### config.mk
export PLATFORM = sky130hd
export DESIGN_NAME = counter_reload_ctrl
export DESIGN_NICKNAME = d
export VERILOG_FILES = /design/src/rtl/counter_reload_ctrl.sv
export SDC_FILE = /design/constraint.sdc
export NUM_CORES = 1
export LEC_CHECK = 0
export BUFFER_PORTS_ARGS = -buffer_cell sky130_fd_sc_hd__buf_2
export CORE_MARGIN = 4
export CORE_UTILIZATION = 50
export DETAILED_ROUTE_END_ITERATION = 10
export GPL_ROUTABILITY_DRIVEN = 0
export PLACE_DENSITY = 0.7
export SLEW_MARGIN = 10
export SYNTH_ARGS = -nofsm -noshare
export SYNTH_HDL_FRONTEND = slang
export SYNTH_SLANG_ARGS = --single-unit
### constraint.sdc
create_clock -name clk -period 1.68 [get_ports clk]
set_input_delay 0.336 -clock clk [delete_from_list [all_inputs] [get_ports clk]]
set_output_delay 0.336 -clock clk [all_outputs]
set_load 0.02 [all_outputs]
### src/rtl/counter_reload_ctrl.sv
// counter_reload_ctrl
// Control stage that sits in front of a 4-bit loadable counter (rst > load > en).
// It buffers reload values in a small FIFO, issues a prescaled count enable, and
// reloads the counter from the FIFO each time the fed-back count reaches all-ones.
// If the FIFO is empty at terminal count, the last value taken from the FIFO is
// replayed and a sticky underrun flag is raised.
module counter_reload_ctrl #(
  parameter int WIDTH    = 4,
  parameter int PRESCALE = 4,
  parameter int DEPTH    = 2
) (
  input  logic             clk,
  input  logic             rst,
  input  logic             start,
  input  logic             stop,
  input  logic             cfg_valid,
  input  logic [WIDTH-1:0] cfg_data,
  output logic             cfg_ready,
  input  logic [WIDTH-1:0] q_fb,
  output logic             cnt_load,
  output logic [WIDTH-1:0] cnt_d,
  output logic             cnt_en,
  output logic             tc_pulse,
  output logic             underrun,
  output logic             busy
);

  localparam int AW = $clog2(DEPTH);
  localparam int PW = (PRESCALE > 1) ? $clog2(PRESCALE) : 1;

  localparam logic [AW:0]      PTR_ONE    = {{AW{1'b0}}, 1'b1};
  localparam logic [AW:0]      PTR_ZERO   = {(AW + 1){1'b0}};
  localparam logic [PW-1:0]    PRESC_MAX  = PW'(PRESCALE - 1);
  localparam logic [PW-1:0]    PRESC_ONE  = {{(PW - 1){1'b0}}, 1'b1};
  localparam logic [PW-1:0]    PRESC_ZERO = {PW{1'b0}};
  localparam logic [WIDTH-1:0] ALL_ONES   = {WIDTH{1'b1}};
  localparam logic [WIDTH-1:0] ALL_ZEROS  = {WIDTH{1'b0}};

  typedef enum logic [1:0] {
    ST_IDLE = 2'd0,
    ST_LOAD = 2'd1,
    ST_RUN  = 2'd2
  } state_e;

  state_e state_q, state_d;

  // Reload FIFO: pointers carry one extra wrap bit to tell full from empty.
  logic [WIDTH-1:0] mem_q [DEPTH];
  logic [AW:0]      wr_ptr_q;
  logic [AW:0]      rd_ptr_q;
  logic             fifo_empty_s;
  logic             fifo_full_s;
  logic [WIDTH-1:0] fifo_head_s;
  logic             push_s;
  logic             pop_s;

  // Prescaler and strobe datapath.
  logic [PW-1:0]    presc_q, presc_d;
  logic             tick_s;
  logic             tc_s;
  logic             load_q, load_d;
  logic             en_q, en_d;
  logic             tc_q, tc_d;
  logic [WIDTH-1:0] cnt_d_q, cnt_d_d;
  logic [WIDTH-1:0] last_val_q, last_val_d;
  logic             underrun_q, underrun_d;

  assign fifo_empty_s = (wr_ptr_q == rd_ptr_q);
  assign fifo_full_s  = (wr_ptr_q[AW] != rd_ptr_q[AW]) &&
                        (wr_ptr_q[AW-1:0] == rd_ptr_q[AW-1:0]);
  assign fifo_head_s  = mem_q[rd_ptr_q[AW-1:0]];
  assign cfg_ready    = rst & ~fifo_full_s;
  assign push_s       = cfg_valid & cfg_ready;

  // FIFO storage and pointers; reset empties the FIFO.
  always_ff @(posedge clk) begin
    if (!rst) begin
      wr_ptr_q <= PTR_ZERO;
      rd_ptr_q <= PTR_ZERO;
      for (int i = 0; i < DEPTH; i++) begin
        mem_q[i] <= ALL_ZEROS;
      end
    end else begin
      if (push_s) begin
        mem_q[wr_ptr_q[AW-1:0]] <= cfg_data;
        wr_ptr_q                <= wr_ptr_q + PTR_ONE;
      end
      if (pop_s) begin
        rd_ptr_q <= rd_ptr_q + PTR_ONE;
      end
    end
  end

  // FSM state register.
  always_ff @(posedge clk) begin
    if (!rst) begin
      state_q <= ST_IDLE;
    end else begin
      state_q <= state_d;
    end
  end

  // FSM next state: stop always wins, start only counts from IDLE with data queued.
  always_comb begin
    state_d = state_q;
    case (state_q)
      ST_IDLE: begin
        if (stop) begin
          state_d = ST_IDLE;
        end else if (start && !fifo_empty_s) begin
          state_d = ST_LOAD;
        end else begin
          state_d = ST_IDLE;
        end
      end
      ST_LOAD: begin
        if (stop) begin
          state_d = ST_IDLE;
        end else begin
          state_d = ST_RUN;
        end
      end
      ST_RUN: begin
        if (stop) begin
          state_d = ST_IDLE;
        end else begin
          state_d = ST_RUN;
        end
      end
      default: begin
        state_d = ST_IDLE;
      end
    endcase
  end

  // FSM outputs.
  always_comb begin
    busy = (state_q != ST_IDLE);
  end

  // Strobe decisions for the next cycle: initial load, prescaled enable or terminal-count reload.
  always_comb begin
    tick_s     = (state_q == ST_RUN) && (presc_q == PRESC_MAX) && !stop;
    tc_s       = tick_s && (q_fb == ALL_ONES);
    pop_s      = !fifo_empty_s && (((state_q == ST_LOAD) && !stop) || tc_s);
    load_d     = ((state_q == ST_LOAD) && !stop) || tc_s;
    en_d       = tick_s && !tc_s;
    tc_d       = tc_s;
    cnt_d_d    = cnt_d_q;
    last_val_d = last_val_q;
    underrun_d = underrun_q;
    presc_d    = PRESC_ZERO;

    if (pop_s) begin
      cnt_d_d    = fifo_head_s;
      last_val_d = fifo_head_s;
    end else if (tc_s) begin
      cnt_d_d    = last_val_q;
      underrun_d = 1'b1;
    end else begin
      cnt_d_d    = cnt_d_q;
    end

    if ((state_q == ST_RUN) && !stop) begin
      if (presc_q == PRESC_MAX) begin
        presc_d = PRESC_ZERO;
      end else begin
        presc_d = presc_q + PRESC_ONE;
      end
    end else begin
      presc_d = PRESC_ZERO;
    end
  end

  // Registered strobes, data and status; reset clears everything.
  always_ff @(posedge clk) begin
    if (!rst) begin
      presc_q    <= PRESC_ZERO;
      load_q     <= 1'b0;
      en_q       <= 1'b0;
      tc_q       <= 1'b0;
      cnt_d_q    <= ALL_ZEROS;
      last_val_q <= ALL_ZEROS;
      underrun_q <= 1'b0;
    end else begin
      presc_q    <= presc_d;
      load_q     <= load_d;
      en_q       <= en_d;
      tc_q       <= tc_d;
      cnt_d_q    <= cnt_d_d;
      last_val_q <= last_val_d;
      underrun_q <= underrun_d;
    end
  end

  assign cnt_load = load_q;
  assign cnt_en   = en_q;
  assign tc_pulse = tc_q;
  assign cnt_d    = cnt_d_q;
  assign underrun = underrun_q;

endmodule

==> metrics, run 1 <==
Die Height 59.4 microns; die width 59.4 microns; Synth area leader dfxtp_1; count of flip-flops with a built-in enable after synthesis 8; core area roughly 2500 sq um; 1st-iter DRT viols 39; Boundary Pins 23; Tot Pwr about 0.0013 W; Worst EP required 1.34 ns; PwrDens just under 800 nW/um^2; H-tree lvl count 2; Post-Syn Nets 135; yosys warns 0; largest net degree at the start of global routing 12; WHS Path Cells 3; WHS Endpoint state_q[0]$_SDFF_PN0_; Reg2Reg Depth 5; r2r setup slk 0.08 ns; Worst Path Max Fanout 4; final hold slack 0.238 ns; residual overflow from global routing 0; Wirelength per Cell 14.2 microns; Leakage 0.684 nW; Clock Tree Buf Depth 2; Unique masters post-synth 35; Startpoint Class flop; post-synthesis sequential area ratio 0.500; Synth top area share 0.318; TritonCTS clock tree built; Via Count between 1000 and 1500; peak supply drop 0.560 mV; Clock Skew 0.0115 ns; Filler cells 204; first-pass GRT wire length 4200 microns; final wirelength 2580 microns; multi-input combinational cell area 656 sq um; FF-to-FF End cnt_d[0]$_SDFFE_PN0P_; Post-Synthesis Cells 117; arrival time at the worst endpoint approximately 1.3 ns; DR DRC count 0; Max-slew headroom 0.690; RSZ-0062 raised after global routing false; layout cells sized above 1 0.362; Area Overhead vs Synth 22.0%; Detail Route Antenna Nets 0; fin. max-slew vios 0; final setup fails 0; final core occ 0.645; Worst-Margin Slew 0.460 ns; CP endpoint kind primary output; Worst R2R Start state_q[0]$_SDFF_PN0_; total track usage 0.165; ys async rst share 0; initial antenna violation count 0; worst min-delay path class input pin to flop; number of I/O port buffers 22; storage element area 663 sq um; final hold viol count 0; synth top area cells dfxtp_1 32%, edfxtp_1 18%, ha_1 4.7%, mux2_4 4.5%, nor3b_1 4.0%; dominant synthesized flop cell dfxtp_1; Crit Path Category flop to primary output; Starting Density 0.529; antenna cell count 0; post-synthesis area per instance 11.3 sq um; Clock Pin Slew Worst Setup and Hold Paths ~0.09 ns; clock tree sinks 29; mapped cell area 1320 sq um; CTS Buf Count 5; worst skew pair latency 0.33 ns; layout net count between 150 and 200; Yosys reg bits 29; Rows 18; setup TNS 0 ns; DR pass1 iterations 4; Via density approximately 5.5; vias in the first global route about 1000; worst hold start start; maxcap violations 0; minimum clock period 1.61 ns; Root Buffer clkbuf_4; status finished, final reports clean; Detailed Place HPWL approximately 2000 microns; Fmax 620 MHz; Die ar. 3530 sq um; Final period util 0.960
## worst max-delay path by stage
stage | start | endpoint | slack (ns) | depth (start not counted)
after floorplan | rd_ptr_q[1]$_SDFFE_PN0P_ | mem_q[1][0]$_SDFFCE_PN0P_ | 0.11 | 4
after global placement | state_q[0]$_SDFF_PN0_ | last_val_q[3]$_SDFFE_PN0P_ | 0.1 | 6
after detailed placement | state_q[0]$_SDFF_PN0_ | last_val_q[3]$_SDFFE_PN0P_ | 0.04 | 6
after CTS | wr_ptr_q[1]$_SDFFE_PN0P_ | cfg_ready | 0.0008 | 4
final | rd_ptr_q[1]$_SDFFE_PN0P_ | cfg_ready | 0.07 | 4
after global routing | rd_ptr_q[1]$_SDFFE_PN0P_ | cfg_ready | 0.003 | 4
## metrics by stage
stage | area (sq um) | cells | setup WS [ns]
after floorplan | 1330 | 117 | 0.112
after global placement | 1520 | 174 | 0.0988
after detailed placement | 1520 | 174 | 0.0366
after CTS | 1570 | 182 | 0.000766
after global routing | 1610 | 182 | 0.00290
final | 1610 | 182 | 0.0666
## flip-flops by register name (all words and copies together), names as in the netlist, 2 cells and up, named ones only
name and flops:
cnt_d 4, last_val_q 4, state_q 2, presc_q 2
wr_ptr_q 2, mem_q 8, rd_ptr_q 2
## layer usage
layer  routed length (microns)  track usage  up-vias
met5                         0            0        -
met3                       110       0.0458        7
met4                        67        0.107        0
met2                      1270        0.264       22
li1                          -            -      494
met1                      1130        0.191      481
## synth_stat cells, types with 2 or more instances
library cell,count
dfxtp_1,21
and2_1,8
edfxtp_1,8
nor3b_1,7
inv_1,6
ha_1,5
nand2_1,5
a221o_1,4
mux2_2,4
mux2_4,4
nor2_1,4
o21bai_1,4
o311a_1,4
a21oi_1,3
clkbuf_1,3
nand2b_1,3
nand3_1,2
nor3_1,2
o21a_1,2
o21ai_0,2
xor2_1,2
## cell families (layout without fill, tap and decap cells)
| kind of cell | Yosys count | count (layout) | synth area share |
|---|---|---|---|
| muxes | 9 | 9 | 0.0871 |
| AOI/OAI and AO/OA | 24 | 24 | 0.146 |
| and+or+nand+nor | 37 | 37 | 0.166 |
| DFF | 29 | 29 | 0.500 |
| buffers and inverters | 10 | 45 | 0.0341 |
| xor gates and xnor gates | 3 | 3 | 0.0199 |
| adders and majority gates | 5 | 5 | 0.0473 |
## final cells by class
type / instances / share of cell area
flip-flops and latches: 29 / 0.411
repair buffers: 31 / 0.114
inverters: 6 / 0.0140
clock buffers: 8 / 0.0303
multi-input cells: 78 / 0.407
well taps: 30 / 0.0233
## worst max-delay path: stages (launching register included)
cell and delay (ns):
dfxtp_2 0.34, xor2_2 0.17, buf_4 0.15, a21oi_4 0.15
buf_6 0.14
## cell usage in the layout, fill, tap and decap left out, types with 5 or more instances in the layout
| cell | count |
|---|---|
| edfxtp_1 | 8 |
| and2_1 | 8 |
| nand2_1 | 5 |
| clkbuf_4 | 5 |
| nor3b_1 | 7 |
| buf_2 | 21 |
| dfxtp_1 | 19 |
| buf_4 | 9 |
| ha_1 | 5 |
| inv_1 | 6 |
## report_power, final
group / internal, W / switching (W)
combinational: 0.0000709 / 0.0000737
clock: 0.000166 / 0.000229
sequential: 0.000736 / 0.00000663
total: 0.000973 / 0.000310
## timing repair
item,CTS,global route
pin swaps,0,1
hold buffers,0,0
setup endpoints to repair,1,16
buffers inserted,0,0
resized for setup,1,10
Power figures use the tool's default switching activity.
==> inputs of run 2 (changes only) <==
==> constraint.sdc (replaced) <==
create_clock -name clk -period 1.68 [get_ports clk]
set_input_delay 0.336 -clock clk [delete_from_list [all_inputs] [get_ports clk]]
set_output_delay 0.336 -clock clk [all_outputs]
set_load 0.1 [all_outputs]
==> run 2 against run 1 <==
  * The flow now finishes with violations (negative setup slack)
  * Register-to-register slack lost 0.07 ns
  * Core utilization grew 2.4 points
  * Total power grew 12%
==> metrics, run 2 (synthesis gave the netlist of run 1 again) <==
status complete, but fails checks; failing checks negative setup slack; Net Switching 0.000329 W; first-pass GRT wire length 4200 microns; placed cell count 172; final hold viol count 0; Via density 5.40; WHS Endpoint state_q[0]$_SDFF_PN0_; Boundary Pins 23; Hold Buf Count CTS 0; Internal Power 0.00111 W; maxcap violations 0; PwrDens 860 nW/um^2; arrival time at the worst endpoint approximately 1.4 ns; largest net degree at the start of global routing 11; Worst R2R Start rd_ptr_q[1]$_SDFFE_PN0P_; Cell Count, Final, Fillers Out 182; Comb pwr share 0.118; worst hold start start; DR pass1 iterations 4; CP endpoint kind primary output; Reg2Reg Depth 6; worst skew pair latency 0.32 ns; RSZ-0062 raised after global routing true; Final Cell Area 1670 sq um; Via Count 982; vias in the first global route 997; register share of total power 0.517; Clock Tree Buf Depth 2; final wirelength 2480 microns; Crit Path Category flop to primary output; 1st-iter DRT viols 17; initial antenna violation count 0; Clock Skew 0.00928 ns; core area 2500 sq um; FF-to-FF End mem_q[0][3]$_SDFFCE_PN0P_; residual overflow from global routing 0; layout cells sized above 1 0.368; Clock Pin Slew Worst Setup and Hold Paths around 0.090 ns; minimum clock period 1.72 ns; Die ar. 3530 sq um; Starting Density 0.529; peak supply drop slightly above 0.7 mV; Root Buffer clkbuf_4; clock tree sinks 29; Top reg by flops mem_q; TritonCTS clock tree built; Fmax 581 MHz; Area Overhead vs Synth 26.5%; Detail Route Antenna Nets 0; die width 59.4 microns; Place WS 0.0372 ns; Leakage 0.707 nW; Die Height 59.4 microns; Worst EP required 1.34 ns; most common cell after layout, fill and taps aside buf_2; clock power share 0.365; most frequent cells in the layout 20 x buf_2, 19 x dfxtp_1, 9 x buf_4; Wirelength per Cell 13.6 microns; Switching Fraction 0.229; layout net count between 150 and 200; final setup fails 1; setup TNS -0.0409 ns; CTS Buf Count 5; H-tree lvl count 2; total track usage 0.166; Rows 18; Startpoint Class flop; Final period util 1.02; antenna cell count 0; final core occ 0.669; max FFs per register 8; number of I/O port buffers 22; worst min-delay path class input pin to flop; DP Area 1570 sq um; Worst-Margin Slew 0.486 ns; final setup margin -0.0409 ns; fin. max-slew vios 0; Worst Path Max Fanout 3; r2r setup slk 0.01 ns; WHS Path Cells 3; Detailed Place HPWL 1930 microns; DR DRC count 0; Max-slew headroom 0.678
==> run 2: cell counts in the layout (fill, tap and decap cells not counted) <==
Identical to the previous run, type by type.
==> run 2: per-stage QoR <==
step / power (W) / hold slack, ns
6_report: 0.00144 / 0.239
5_1_grt: 0.00151 / 0.219
4_1_cts: 0.00145 / 0.233
3_5_place_dp: 0.000925 / 0.423
3_3_place_gp: 0.000920 / 0.411
2_1_floorplan: 0.000871 / 0.404
==> run 2: worst max path at each step <==
stage | start | to | slack [ns] | cells after the start
floorplan | rd_ptr_q[1]$_SDFFE_PN0P_ | mem_q[0][0]$_SDFFCE_PN0P_ | -0.22 | 4
global placement | wr_ptr_q[1]$_SDFFE_PN0P_ | cnt_d[1]$_SDFFE_PN0P_ | 0.08 | 4
detailed placement | state_q[0]$_SDFF_PN0_ | last_val_q[3]$_SDFFE_PN0P_ | 0.04 | 6
CTS | rd_ptr_q[1]$_SDFFE_PN0P_ | cfg_ready | -0.06 | 4
global route | rd_ptr_q[1]$_SDFFE_PN0P_ | cfg_ready | -0.12 | 4
finish | rd_ptr_q[1]$_SDFFE_PN0P_ | cfg_ready | -0.04 | 4
==> run 2: metal layers <==
metal / track usage / wire [microns] / vias to the layer above
met5: 0 / 0 / -
met4: 0.0777 / 30 / 0
met3: 0.0784 / 130 / 4
met2: 0.270 / 1240 / 29
met1: 0.182 / 1080 / 456
li1: - / - / 493
==> run 2: critical path, cell delays in order, from the launching register on <==
cell     delay, ns
dfxtp_2       0.35
xor2_2        0.18
buf_4         0.15
a21oi_4       0.19
buf_12        0.20
==> run 2: timing repair <==
action	CTS	global route
buffers inserted	0	2
pin swaps	0	1
setup endpoints to repair	4	6
hold endpoints to repair	0	0
gates resized for setup	1	2
==> run 2: power groups by stage <==
stage | clock network [W] | registers [W] | logic (W)
global placement | 0 | 0.000758 | 0.000162
CTS | 0.000541 | 0.000743 | 0.000166
global route | 0.000582 | 0.000744 | 0.000185
floorplan | 0 | 0.000760 | 0.000111
detailed placement | 0 | 0.000759 | 0.000165
finish | 0.000525 | 0.000743 | 0.000170
==> run 2: layout make-up <==
cell class                 instances  area [sq um]
sequential                        29           663
clock buffer                       8          80.1
tap                               30          37.5
multi-input combinational         78           661
inverter                           6          22.5
fill                             193           828
timing repair buffer              31           208
==> inputs of run 3 (changes only) <==
--- a/config.mk
+++ b/config.mk
@@ -7,10 +7,11 @@
 export LEC_CHECK = 0
 export BUFFER_PORTS_ARGS = -buffer_cell sky130_fd_sc_hd__buf_2
 export CORE_MARGIN = 4
-export CORE_UTILIZATION = 50
+export CORE_UTILIZATION = 49
 export DETAILED_ROUTE_END_ITERATION = 10
 export GPL_ROUTABILITY_DRIVEN = 0
-export PLACE_DENSITY = 0.7
+export HOLD_SLACK_MARGIN = 0.08
+export PLACE_DENSITY = 0.74
 export SLEW_MARGIN = 10
 export SYNTH_ARGS = -nofsm -noshare
 export SYNTH_HDL_FRONTEND = slang
==> constraint.sdc (replaced) <==
create_clock -name clk -period 1.5 [get_ports clk]
set_input_delay 0.3 -clock clk [delete_from_list [all_inputs] [get_ports clk]]
set_output_delay 0.3 -clock clk [all_outputs]
set_load 0.1 [all_outputs]
==> run 3 against run 2 <==
  * The flow still finishes with violations (negative setup slack)
  * Routed wire length up 24%
  * Cell area grew 13%
  * Via count increased by 10%
  * Total power is 18% higher
  * Sequential share of layout area is 4.1 points lower
  * Combinational power grew 45%
  * Clock power up 17%
  * Core utilization grew 7.8 points
  * Count of clock-buffer cells in the layout unchanged
  * Global-route usage is 2.2 points higher
==> metrics, run 3 (synthesis gave the netlist of run 1 again) <==
RSZ-0062 raised after global routing true; Via density 5.65; peak supply drop 0.808 mV; Rows 18; fin. max-slew vios 0; CP endpoint kind primary output; Detail Route Antenna Nets 0; final hold slack approximately 0.19 ns; Clock Pin Slew Worst Setup and Hold Paths roughly 0.090 ns; final setup fails 25; final wirelength 3090 microns; TritonCTS clock tree built; layout cells sized above 1 0.562; H-tree lvl count 2; failing checks negative setup slack; Final period util 1.15; minimum clock period 1.72 ns; layout net count roughly 180; Boundary Pins 23; max FFs per register 8; Startpoint Class flop; Filler cells about 180; Fmax 581 MHz; Clock Tree Buf Depth 2; Internal Power 0.00128 W; clock power share 0.363; Via Count 1085; Worst Path Max Fanout 2; status complete, but fails checks; Wirelength per Cell 16.1 microns; Starting Density 0.524; Die ar. ~3600 sq um; DR DRC count 0; storage element area ~670 sq um; vias in the first global route 1092; Max-slew headroom 0.677; Net Switching about 0.00042 W; Place WS -0.121 ns; worst skew pair latency 0.34 ns; Crit Path Category flop to primary output; final hold viol count 0; 1st-iter DRT viols 21; CTS Buf Count 5; Clock Skew 0.00659 ns; final setup margin -0.221 ns; Die Height ~60 microns; die width 59.9 microns; worst min-delay path class input pin to flop; Top reg by flops mem_q; Leakage approximately 0.79 nW; Area Overhead vs Synth 42.5%; maxcap violations 0; Worst-Margin Slew roughly 0.49 ns; largest net degree at the start of global routing 14; arrival time at the worst endpoint 1.42 ns; total track usage 0.188; Switching Fraction 0.247; most frequent cells in the layout 20 x buf_2, 15 x dfxtp_1, 13 x buf_4; register share of total power 0.491; Hold Buf Count CTS 0; initial antenna violation count 0; antenna cell count 0; core area 2520 sq um; first-pass GRT wire length 4870 microns; number of I/O port buffers 22; DR pass1 iterations 4; residual overflow from global routing 0; PwrDens 900 nW/um^2; Comb pwr share 0.146; clock tree sinks 29; most common cell after layout, fill and taps aside buf_2; multi-input combinational cell area 767 sq um; Root Buffer clkbuf_4; Worst EP required 1.20 ns; Detailed Place HPWL 2050 microns
-- run 3: worst paths after layout --
path,slack (ns),cells past startpoint,to,from
worst min register to register,0.43,1,presc_q[0]$_SDFF_PP0_,presc_q[0]$_SDFF_PP0_
worst max register to register,-0.20,7,mem_q[0][2]$_SDFFCE_PN0P_,rd_ptr_q[1]$_SDFFE_PN0P_
worst min-delay path,0.19,3,state_q[0]$_SDFF_PN0_,start
worst max-delay path,-0.22,5,cfg_ready,rd_ptr_q[1]$_SDFFE_PN0P_
-- run 3: final cells by class --
cell class	instances	area share
tap	30	0.0199
inverter	6	0.0120
multi-input combinational	78	0.407
timing repair buffer	41	0.162
sequential	29	0.356
clock buffer	8	0.0425
-- run 3: layer usage --
metal / global-route usage / share of wire
met1: 0.193 / 0.42
met2: 0.336 / 0.53
met3: 0.0691 / 0.033
met4: 0.0823 / 0.016
met5: 0 / 0
-- run 3: what timing repair did --
action | CTS | global route
buffers inserted | 6 | 3
pin swaps | 4 | 6
endpoints found under the setup margin | 11 | 31
gates resized for setup | 22 | 19
-- run 3: per-stage QoR --
stage | instance area, sq um | util | std cells | setup TNS [ns] | total power [W]
after floorplan | 1360 | - | 117 | -5.19 | 0.000975
after global placement | 1600 | 0.634 | 176 | -0.0870 | 0.00104
after detailed placement | 1600 | 0.634 | 176 | -0.457 | 0.00105
after CTS | 1790 | 0.710 | 190 | -2.25 | 0.00168
after global routing | 1880 | 0.747 | 192 | -4.17 | 0.00175
final | 1880 | 0.747 | 192 | -2.70 | 0.00169
-- run 3: worst max-delay path: stages, from the launching register on --
cell	delay, ns
dfxtp_2	0.35
xor2_2	0.18
buf_4	0.15
a21oi_4	0.13
buf_6	0.12
buf_12	0.16
-- run 3: power by group through the flow --
stage	clock network, W	registers, W	logic, W
after floorplan	0	0.000852	0.000124
after global placement	0	0.000849	0.000188
after detailed placement	0	0.000850	0.000195
after CTS	0.000624	0.000833	0.000225
after global routing	0.000654	0.000834	0.000265
final	0.000614	0.000832	0.000247
